`src/rtl/morse_sequencer_if.sv`:
```
// Handshake and shift-register control bundle for the morse sequencer.
// The slave side is the sequencer; the master side is the surrounding logic plus the register.
interface morse_sequencer_if;
    logic        start;
    logic [2:0]  letter;
    logic [15:0] sr_q;
    logic [15:0] sr_data;
    logic        sr_load_n;
    logic        sr_rotate_right;
    logic        sr_ls_right;
    logic        busy;
    logic        done;
    logic        morse_out;

    modport master (
        output start, letter, sr_q,
        input  sr_data, sr_load_n, sr_rotate_right, sr_ls_right, busy, done, morse_out
    );

    modport slave (
        input  start, letter, sr_q,
        output sr_data, sr_load_n, sr_rotate_right, sr_ls_right, busy, done, morse_out
    );
endinterface

```
`src/rtl/morse_sequencer.sv`:
```
// Loads a letter pattern into an external 16-bit shift register and shifts it out
// LSB-first, one bit per morse unit, with a start/busy/done handshake.
module morse_sequencer #(
    parameter int TICKS_PER_UNIT = 25000000,
    parameter int CNT_W          = 26
) (
    input  logic              clock,
    input  logic              reset,
    morse_sequencer_if.slave  bus
);

    typedef enum logic [1:0] {
        ST_IDLE,
        ST_LOAD,
        ST_SEND,
        ST_DONE
    } state_t;

    localparam logic [CNT_W-1:0] LAST_TICK = CNT_W'(TICKS_PER_UNIT - 1);

    state_t           state_q, state_d;
    logic [2:0]       letter_q, letter_d;
    logic [CNT_W-1:0] cnt_q, cnt_d;

    logic [15:0] sr_data;
    logic        sr_load_n;
    logic        sr_rotate_right;
    logic        sr_ls_right;
    logic        busy;
    logic        done;
    logic        morse_out;

    // Each pattern ends on its highest set bit, which is how SEND detects the last element.
    function automatic logic [15:0] pattern(input logic [2:0] sel);
        logic [15:0] p;
        case (sel)
            3'd0:    p = 16'h0015;
            3'd1:    p = 16'h0007;
            3'd2:    p = 16'h0075;
            3'd3:    p = 16'h01D5;
            3'd4:    p = 16'h01DD;
            3'd5:    p = 16'h0757;
            3'd6:    p = 16'h1DD7;
            default: p = 16'h0577;
        endcase
        return p;
    endfunction

    always_ff @(posedge clock or posedge reset) begin
        if (reset) begin
            state_q  <= ST_IDLE;
            letter_q <= 3'd0;
            cnt_q    <= '0;
        end else begin
            state_q  <= state_d;
            letter_q <= letter_d;
            cnt_q    <= cnt_d;
        end
    end

    // The register has no hold mode, so every state drives a load or a shift each cycle.
    always_comb begin
        state_d         = state_q;
        letter_d        = letter_q;
        cnt_d           = cnt_q;
        sr_data         = 16'h0000;
        sr_load_n       = 1'b0;
        sr_rotate_right = 1'b0;
        sr_ls_right     = 1'b0;
        busy            = 1'b0;
        done            = 1'b0;
        morse_out       = 1'b0;

        case (state_q)
            ST_IDLE: begin
                if (bus.start) begin
                    letter_d = bus.letter;
                    state_d  = ST_LOAD;
                end
            end

            ST_LOAD: begin
                busy    = 1'b1;
                sr_data = pattern(letter_q);
                cnt_d   = '0;
                state_d = ST_SEND;
            end

            ST_SEND: begin
                busy      = 1'b1;
                morse_out = bus.sr_q[0];
                if (cnt_q == LAST_TICK) begin
                    sr_load_n       = 1'b1;
                    sr_rotate_right = 1'b1;
                    sr_ls_right     = 1'b1;
                    cnt_d           = '0;
                    if (bus.sr_q[15:1] == 15'd0)
                        state_d = ST_DONE;
                end else begin
                    sr_data = bus.sr_q;
                    cnt_d   = cnt_q + 1'b1;
                end
            end

            default: begin
                done    = 1'b1;
                state_d = ST_IDLE;
            end
        endcase
    end

    assign bus.sr_data         = sr_data;
    assign bus.sr_load_n       = sr_load_n;
    assign bus.sr_rotate_right = sr_rotate_right;
    assign bus.sr_ls_right     = sr_ls_right;
    assign bus.busy            = busy;
    assign bus.done            = done;
    assign bus.morse_out       = morse_out;

endmodule
```
`src/flat_wrapper.sv`:
```
// flat-port wrapper written by rule: the top's interface ports become plain ports
module morse_sequencer_flat 
#(
    parameter int TICKS_PER_UNIT = 25000000,
    parameter int CNT_W          = 26
)
  (clock, reset, bus_start, bus_letter, bus_sr_q, bus_sr_data, bus_sr_load_n, bus_sr_rotate_right, bus_sr_ls_right, bus_busy, bus_done, bus_morse_out);
  morse_sequencer_if bus_i ();
  input  logic clock;
  input  logic reset;
  input wire logic [$bits(bus_i.start)-1:0] bus_start;
  input wire logic [$bits(bus_i.letter)-1:0] bus_letter;
  input wire logic [$bits(bus_i.sr_q)-1:0] bus_sr_q;
  output wire logic [$bits(bus_i.sr_data)-1:0] bus_sr_data;
  output wire logic [$bits(bus_i.sr_load_n)-1:0] bus_sr_load_n;
  output wire logic [$bits(bus_i.sr_rotate_right)-1:0] bus_sr_rotate_right;
  output wire logic [$bits(bus_i.sr_ls_right)-1:0] bus_sr_ls_right;
  output wire logic [$bits(bus_i.busy)-1:0] bus_busy;
  output wire logic [$bits(bus_i.done)-1:0] bus_done;
  output wire logic [$bits(bus_i.morse_out)-1:0] bus_morse_out;
  assign bus_i.start = bus_start;
  assign bus_i.letter = bus_letter;
  assign bus_i.sr_q = bus_sr_q;
  assign bus_sr_data = bus_i.sr_data;
  assign bus_sr_load_n = bus_i.sr_load_n;
  assign bus_sr_rotate_right = bus_i.sr_rotate_right;
  assign bus_sr_ls_right = bus_i.sr_ls_right;
  assign bus_busy = bus_i.busy;
  assign bus_done = bus_i.done;
  assign bus_morse_out = bus_i.morse_out;
  morse_sequencer #(.TICKS_PER_UNIT(TICKS_PER_UNIT), .CNT_W(CNT_W)) u_core (.clock(clock), .reset(reset), .bus(bus_i));
endmodule
```
`config.mk`:
```
export PLATFORM = sky130hd
export DESIGN_NAME = morse_sequencer_flat
export DESIGN_NICKNAME = d
export VERILOG_FILES = /design/src/rtl/morse_sequencer_if.sv /design/src/rtl/morse_sequencer.sv /design/src/flat_wrapper.sv
export SDC_FILE = /design/constraint.sdc
export NUM_CORES = 1
export LEC_CHECK = 0
export BUFFER_PORTS_ARGS = -buffer_cell sky130_fd_sc_hd__buf_4
export CAP_MARGIN = 5
export CORE_ASPECT_RATIO = 1.25
export CORE_MARGIN = 2
export CORE_UTILIZATION = 38
export CTS_CLUSTER_DIAMETER = 50
export DETAILED_ROUTE_END_ITERATION = 16
export PLACE_DENSITY = 0.62
export SETUP_SLACK_MARGIN = 0.4
export SLEW_MARGIN = 30
export SYNTH_ARGS = -nofsm -noshare
export SYNTH_HDL_FRONTEND = slang
export SYNTH_SLANG_ARGS = --single-unit
```
`constraint.sdc`:
```
create_clock -name clock -period 6.4 [get_ports clock]
set_input_delay 1.28 -clock clock [delete_from_list [all_inputs] [get_ports clock]]
set_output_delay 1.28 -clock clock [all_outputs]
set_load 0.01 [all_outputs]
```
==> flow_summary.json, run 1 <==
{
  "netlist_area_um2": 2183,
  "num_vias": 2098,
  "tightest_slew_ns": 0.8827,
  "die_h_um": 88.75,
  "arrival_ns": 2.71,
  "drtAntennaViolNets": 0,
  "rows": 30,
  "vias_per_cell": 5.960,
  "drv_cap": 0,
  "synth_cell_types": 46,
  "status": "finished clean",
  "slew_violations": 0,
  "max_slew_margin_pct": 41.15,
  "ys_seq_elements": 31,
  "antennaDiodeCount": 0,
  "p_leak_nw": 1.146,
  "grt_use_total_pct": 18.39,
  "die_area_um2": 6371,
  "clk_latency_ns": 0.28,
  "die_w_um": 71.80,
  "cp_max_fo": 43,
  "avgSynthCellArea_um2": 8.699,
  "clock_skew_ns": 0.007033,
  "antenna_found_initial": 0,
  "fin_area_um2": 2648,
  "fin_nets": 315,
  "ctsResizeCount": 0,
  "power.density_nw_per_um2": 345.7,
  "fin_crit_ns": 3.985,
  "setup_viol": 0,
  "cts-root-buf": "clkbuf_8",
  "synth_nets": 279,
  "fmax_mhz": 250.9,
  "clock_path_buffers": 2,
  "tns_ns": 0,
  "final.period_utilization_pct": 62.27,
  "syn_inst": 251,
  "dp_hpwl_um": 4096,
  "routabilityCongestion": 0.8206,
  "hold_class": "reg2reg",
  "rsz0062_at_grt": "no",
  "path_class": "reg2out",
  "placed_area_um2": 2544,
  "gr-total-overflow": 0,
  "grt_pass1_vias": 1880,
  "fillerInstances": 555,
  "cts.sinks": 31,
  "cts_tree": "yes",
  "io_pins": 44,
  "holdBufCountCts": 0,
  "peakVddDrop_v": 0.0001469,
  "cp-start-kind": "register",
  "grt_pass1_wl_um": 9266,
  "ys.flop_type": "dfrtp_1",
  "cp-end-kind": "output pin",
  "drc": 0,
  "synth_edf_count": 0,
  "final_util_pct": 48.31,
  "portBuffers": 43,
  "synthArstFlopShare_pct": 100.0,
  "first_pass_iters": 4,
  "wl_um": 5677,
  "cts_setup_buffers": 0,
  "cts_made_buffers": 5,
  "cts.htree.levels": 2,
  "routedWlPerCell_um": 16.13,
  "synth_warnings": 0,
  "hold_viol_final": 0,
  "required_ns": 5.12,
  "coreArea_um2": 5480,
  "area_delta_synth_final_pct": 21.26,
  "drt_iter0_drc": 106,
  "start_util_pct": 39.84,
  "grt_max_degree": 44,
  "drive_gt1_share_pct": 22.57,
  "seq_area_frac_synth_pct": 35.53,
  "clk_pin_slew_ns": 0.07
}
[flip-flops by register name, summed over array words and instances (netlist names)]
name,count
u_core.letter_q,3
u_core.cnt_q,26
u_core.state_q,2
[layout by cell type (no fill, tap or decap), types with 2 or more instances in the layout]
| cell type | n |
|---|---|
| nor4bb_1 | 3 |
| clkbuf_8 | 7 |
| xnor2_1 | 3 |
| o21ai_0 | 13 |
| inv_1 | 7 |
| and3_1 | 4 |
| and2_1 | 5 |
| nor3_1 | 4 |
| and4_1 | 4 |
| or4_4 | 2 |
| nand4_1 | 11 |
| a21o_1 | 4 |
| nand3_1 | 15 |
| nor3b_1 | 2 |
| nor2_1 | 10 |
| ha_1 | 6 |
| nand2_1 | 18 |
| o2bb2ai_1 | 5 |
| nand2b_1 | 6 |
| buf_4 | 45 |
| o31ai_1 | 7 |
| a221oi_1 | 2 |
| a21oi_1 | 10 |
| mux2_2 | 4 |
| o22ai_1 | 2 |
| or3_1 | 8 |
| nor2b_1 | 3 |
| or4_1 | 8 |
| nor4_1 | 7 |
| xor2_1 | 5 |
| a22o_1 | 2 |
| dfrtp_1 | 31 |
| a22oi_1 | 12 |
[final cells by class]
type | count | area [µm²] | area share, %
multi-input cells | 197 | 1324 | 50.00
flip-flops and latches | 31 | 775.7 | 29.30
repair buffers | 45 | 337.8 | 12.76
clock buffers | 7 | 96.34 | 3.639
well taps | 64 | 80.08 | 3.025
inverters | 7 | 26.28 | 0.9924
clock inverters | 1 | 7.507 | 0.2836
[per-layer routing]
layer	vias to the layer above	wire [µm]	GRT usage (%)
met2	57	2851	32.32
met5	-	0	0
met4	0	71	5.660
met1	1001	2473	23.25
li1	1034	-	-
met3	6	281	2.847
[worst max-delay path, stage by stage, from the launching register on]
cell and delay [ns]:
dfrtp_1 0.42, inv_1 0.10, ha_1 0.29, buf_4 0.38, nand2_1 0.13, a21oi_1 0.71, a22o_1 0.26, buf_4 0.11
[path summary, 6_finish.rpt]
kind / slack [ns] / to / startpoint / cells past startpoint
setup reg to reg: 3.52 / u_core.cnt_q[24] / u_core.state_q[1] / 7
hold reg to reg: 0.57 / u_core.cnt_q[2] / u_core.cnt_q[2] / 1
min in group asynchronous: 1.08 / u_core.letter_q[2] / reset / 3
hold / removal: 0.57 / u_core.cnt_q[2] / u_core.cnt_q[2] / 1
max in group asynchronous: 5.03 / u_core.cnt_q[10] / reset / 3
setup / recovery: 2.41 / bus_sr_data[5] / u_core.state_q[1] / 7
[power by group]
part	leakage [nW]	internal [W]	total, W	switching (W)
clock	0.0505	0.0000977	0.000172	0.0000741
combinational	0.675	0.000202	0.000488	0.000286
sequential	0.421	0.000218	0.000256	0.0000378
[cells by family (layout without fill, tap and decap cells)]
group	Yosys count	after routing	synth area share, %
fa+ha+maj	6	6	3.438
xor+xnor	8	8	3.209
simple gates	116	116	31.86
flops	31	31	35.53
mux	4	4	2.063
buf+inv	23	60	4.355
compound gates	63	63	19.54
[Yosys cell counts (2+ instances only)]
| master | instances | share of area (%) |
|---|---|---|
| a21o_1 | 4 | 1.4 |
| a21oi_1 | 10 | 2.3 |
| a221oi_1 | 2 | 0.80 |
| a22o_1 | 2 | 0.80 |
| a22oi_1 | 12 | 4.1 |
| and2_1 | 5 | 1.4 |
| and3_1 | 4 | 1.1 |
| and4_1 | 4 | 1.6 |
| buf_4 | 2 | 0.69 |
| clkbuf_1 | 13 | 2.2 |
| dfrtp_1 | 31 | 36 |
| ha_1 | 6 | 3.4 |
| inv_1 | 7 | 1.2 |
| mux2_2 | 4 | 2.1 |
| nand2_1 | 18 | 3.1 |
| nand2b_1 | 6 | 1.7 |
| nand3_1 | 15 | 3.4 |
| nand4_1 | 11 | 3.2 |
| nor2_1 | 10 | 1.7 |
| nor2b_1 | 3 | 0.86 |
| nor3_1 | 4 | 0.92 |
| nor3b_1 | 2 | 0.69 |
| nor4_1 | 7 | 2.0 |
| nor4bb_1 | 3 | 1.4 |
| o21ai_0 | 13 | 3.0 |
| o22ai_1 | 2 | 0.57 |
| o2bb2ai_1 | 5 | 2.0 |
| o31ai_1 | 7 | 2.4 |
| or3_1 | 8 | 2.3 |
| or4_1 | 8 | 2.8 |
| or4_4 | 2 | 1.0 |
| xnor2_1 | 3 | 1.2 |
| xor2_1 | 5 | 2.0 |
[per-stage QoR]
stage / power, W / worst slack [ns] / instances / hold slack [ns]
after floorplan: 0.0005746 / 3.327 / 251 / 0.5093
after global placement: 0.0007431 / 2.777 / 344 / 0.5371
after detailed placement: 0.0007474 / 2.731 / 344 / 0.5591
after CTS: 0.0009230 / 2.414 / 352 / 0.5689
after global routing: 0.0009819 / 2.155 / 352 / 0.5953
final: 0.0009154 / 2.415 / 352 / 0.5730
Note: power is estimated with default switching activity, not from simulation.
==> run 2: changes to the inputs <==
--- a/config.mk
+++ b/config.mk
@@ -5,6 +5,7 @@
 export SDC_FILE = /design/constraint.sdc
 export NUM_CORES = 1
 export LEC_CHECK = 0
+export ABC_AREA = 1
 export BUFFER_PORTS_ARGS = -buffer_cell sky130_fd_sc_hd__buf_4
 export CAP_MARGIN = 5
 export CORE_ASPECT_RATIO = 1.25
@@ -12,7 +13,7 @@
 export CORE_UTILIZATION = 38
 export CTS_CLUSTER_DIAMETER = 50
 export DETAILED_ROUTE_END_ITERATION = 16
-export PLACE_DENSITY = 0.62
+export PLACE_DENSITY = 0.64
 export SETUP_SLACK_MARGIN = 0.4
 export SLEW_MARGIN = 30
 export SYNTH_ARGS = -nofsm -noshare
==> constraint.sdc (replaced) <==
create_clock -name clock -period 3.4 [get_ports clock]
set_input_delay 0.68 -clock clock [delete_from_list [all_inputs] [get_ports clock]]
set_output_delay 0.68 -clock clock [all_outputs]
set_load 0.01 [all_outputs]
==> flow_summary.json, run 2 <==
{
  "status": "finished clean",
  "cts-root-buf": "clkbuf_8",
  "routedWlPerCell_um": 12.22,
  "netlist.area_leader.share_pct": 34.01,
  "drc": 0,
  "die_h_um": 90.62,
  "grt_pass1_wl_um": 9425,
  "grt_pass1_vias": 2144,
  "fillerInstances": 597,
  "hold_viol_final": 0,
  "path_class": "reg2out",
  "synth_edf_count": 0,
  "seqCellArea_um2": 775.7,
  "vias_per_cell": 4.920,
  "yosysTopAreaCell": "dfrtp_1",
  "p_leak_nw": 1.324,
  "antenna_found_initial": 0,
  "reg2reg_depth": 10,
  "holdBufCountCts": 0,
  "final.period_utilization_pct": 80.59,
  "setup_viol": 0,
  "netlist_area_um2": 2281,
  "hold_class": "in2async",
  "drive_gt1_share_pct": 16.50,
  "clock_path_buffers": 2,
  "coreArea_um2": 5779,
  "p_total_w": 0.001569,
  "synth_commonest_cells": "nand2_1, nor2_1, inv_1",
  "cts_made_buffers": 5,
  "die_w_um": 73.30,
  "cp-end-kind": "output pin",
  "peakVddDrop_v": 0.0003020,
  "cts.sinks": 31,
  "io_pins": 44,
  "fmax_mhz": 364.9,
  "placed_area_um2": 2661,
  "drtAntennaViolNets": 0,
  "gr-total-overflow": 0,
  "clock_skew_ns": 0.004842,
  "dp_hpwl_um": 4442,
  "power.density_nw_per_um2": 572.0,
  "start_util_pct": 39.47,
  "fin_crit_ns": 2.740,
  "arrival_ns": 2.06,
  "r2r_slack_ns": 1.12,
  "fin_area_um2": 2743,
  "cp_max_fo": 14,
  "final_cells": 460,
  "first_pass_iters": 4,
  "num_vias": 2263,
  "synth_warnings": 0,
  "slew_violations": 0,
  "avgSynthCellArea_um2": 6.592,
  "layout_common_cells": "nand2_1, nor2_1, inv_1",
  "fin_nets": 421,
  "drv_cap": 0,
  "grt_use_total_pct": 17.74,
  "rsz0062_at_grt": "no",
  "drt_iter0_drc": 172,
  "grt_max_degree": 32,
  "routabilityCongestion": 0.8780,
  "clk_latency_ns": 0.28,
  "seq_area_frac_synth_pct": 34.01,
  "wl_um": 5619,
  "ctsResizeCount": 0,
  "cts_tree": "yes",
  "portBuffers": 43,
  "r2r-end": "u_core.cnt_q[21]",
  "cts_setup_buffers": 0,
  "synth_cell_types": 26,
  "rows": 31,
  "max_slew_margin_pct": 68.59,
  "ys_seq_elements": 31,
  "syn_inst": 346,
  "tightest_slew_ns": 0.4676,
  "die_area_um2": 6642,
  "dp_cells": 452,
  "final_common_cell": "nand2_1",
  "cts.htree.levels": 2,
  "largest_reg_flops": 26,
  "clk_pin_slew_ns": 0.07,
  "synth.most_common_cell": "nand2_1",
  "regMostFlops": "u_core.cnt_q",
  "synth_nets": 374,
  "area_delta_synth_final_pct": 20.24,
  "ys.flop_type": "dfrtp_1",
  "synthArstFlopShare_pct": 100.0,
  "tns_ns": 0,
  "layout_setup_ws_ns": 0.6599,
  "cp-start-kind": "register",
  "multiInputGateArea_um2": 1257,
  "required_ns": 2.72,
  "antennaDiodeCount": 0,
  "synth_area_leaders": "dfrtp_1, nand2_1, nor2_1",
  "place_ws_ns": 0.9336,
  "top_regs": "u_core.cnt_q x26, u_core.letter_q x3, u_core.state_q x2",
  "r2r_start": "u_core.state_q[0]"
}
-- run 2: cell types whose count changed in the layout (fill, tap and decap cells not counted), sizes merged, moves of 9 or more --
cell and change:
nand2 +61, or3 -9, or4 -10, nor2 +73
inv +47, a22oi -13, nand3 +18
-- run 2: cells by family after synthesis --
kind of cell	synth area share, %
adders and majority gates	3.291
DFF	34.01
and+or+nand+nor	39.66
AOI/OAI and AO/OA	7.570
buffers and inverters	10.86
xor gates and xnor gates	4.608
-- run 2: report_power, final --
group,internal [W],switching [W],leakage [nW]
logic,0.000310,0.000513,0.864
clock network,0.000143,0.000138,0.0422
registers,0.000411,0.0000543,0.418
-- run 2: final cells by class --
cell class                 instances  area share (%)
inverter                          54           7.573
clock buffer                       7           2.783
multi-input combinational        256           45.85
tap                               66           3.011
timing repair buffer              45           12.32
clock inverter                     1          0.1825
sequential                        31           28.28
-- run 2: metrics by stage --
step                      util (%)  hold slack [ns]
after floorplan                  -           0.4997
after global placement       46.05           0.5213
after detailed placement     46.05           0.5443
after CTS                    47.46           0.4977
after global routing         47.46           0.5437
final                        47.46           0.4783
-- run 2: how the worst max path moves through the flow --
stage	startpoint	cells after the start	end	slack, ns
after detailed placement	u_core.state_q[0]	5	bus_sr_data[7]	0.93
after global routing	u_core.state_q[0]	5	bus_sr_data[5]	0.43
after CTS	u_core.state_q[0]	5	bus_sr_data[7]	0.63
after floorplan	u_core.state_q[0]	6	bus_sr_data[10]	1.0
final	u_core.state_q[0]	5	bus_sr_data[7]	0.66
after global placement	u_core.cnt_q[0]	9	bus_sr_data[7]	1.02
-- run 2: routing by layer --
| layer | part of all wire, % | routed length, µm | vias up | track usage, % |
|---|---|---|---|---|
| li1 | - | - | 1167 | - |
| met1 | 41 | 2323 | 1026 | 20.34 |
| met2 | 52 | 2906 | 64 | 32.96 |
| met3 | 5.9 | 331 | 6 | 3.348 |
| met4 | 1.0 | 57 | 0 | 4.091 |
| met5 | 0 | 0 | - | 0 |
-- run 2: worst max-delay path, stage by stage, from the launching register on --
cell and delay (ns):
dfrtp_1 0.42, inv_1 0.09, ha_1 0.45, nand3_1 0.38, o21ai_0 0.29, buf_4 0.15
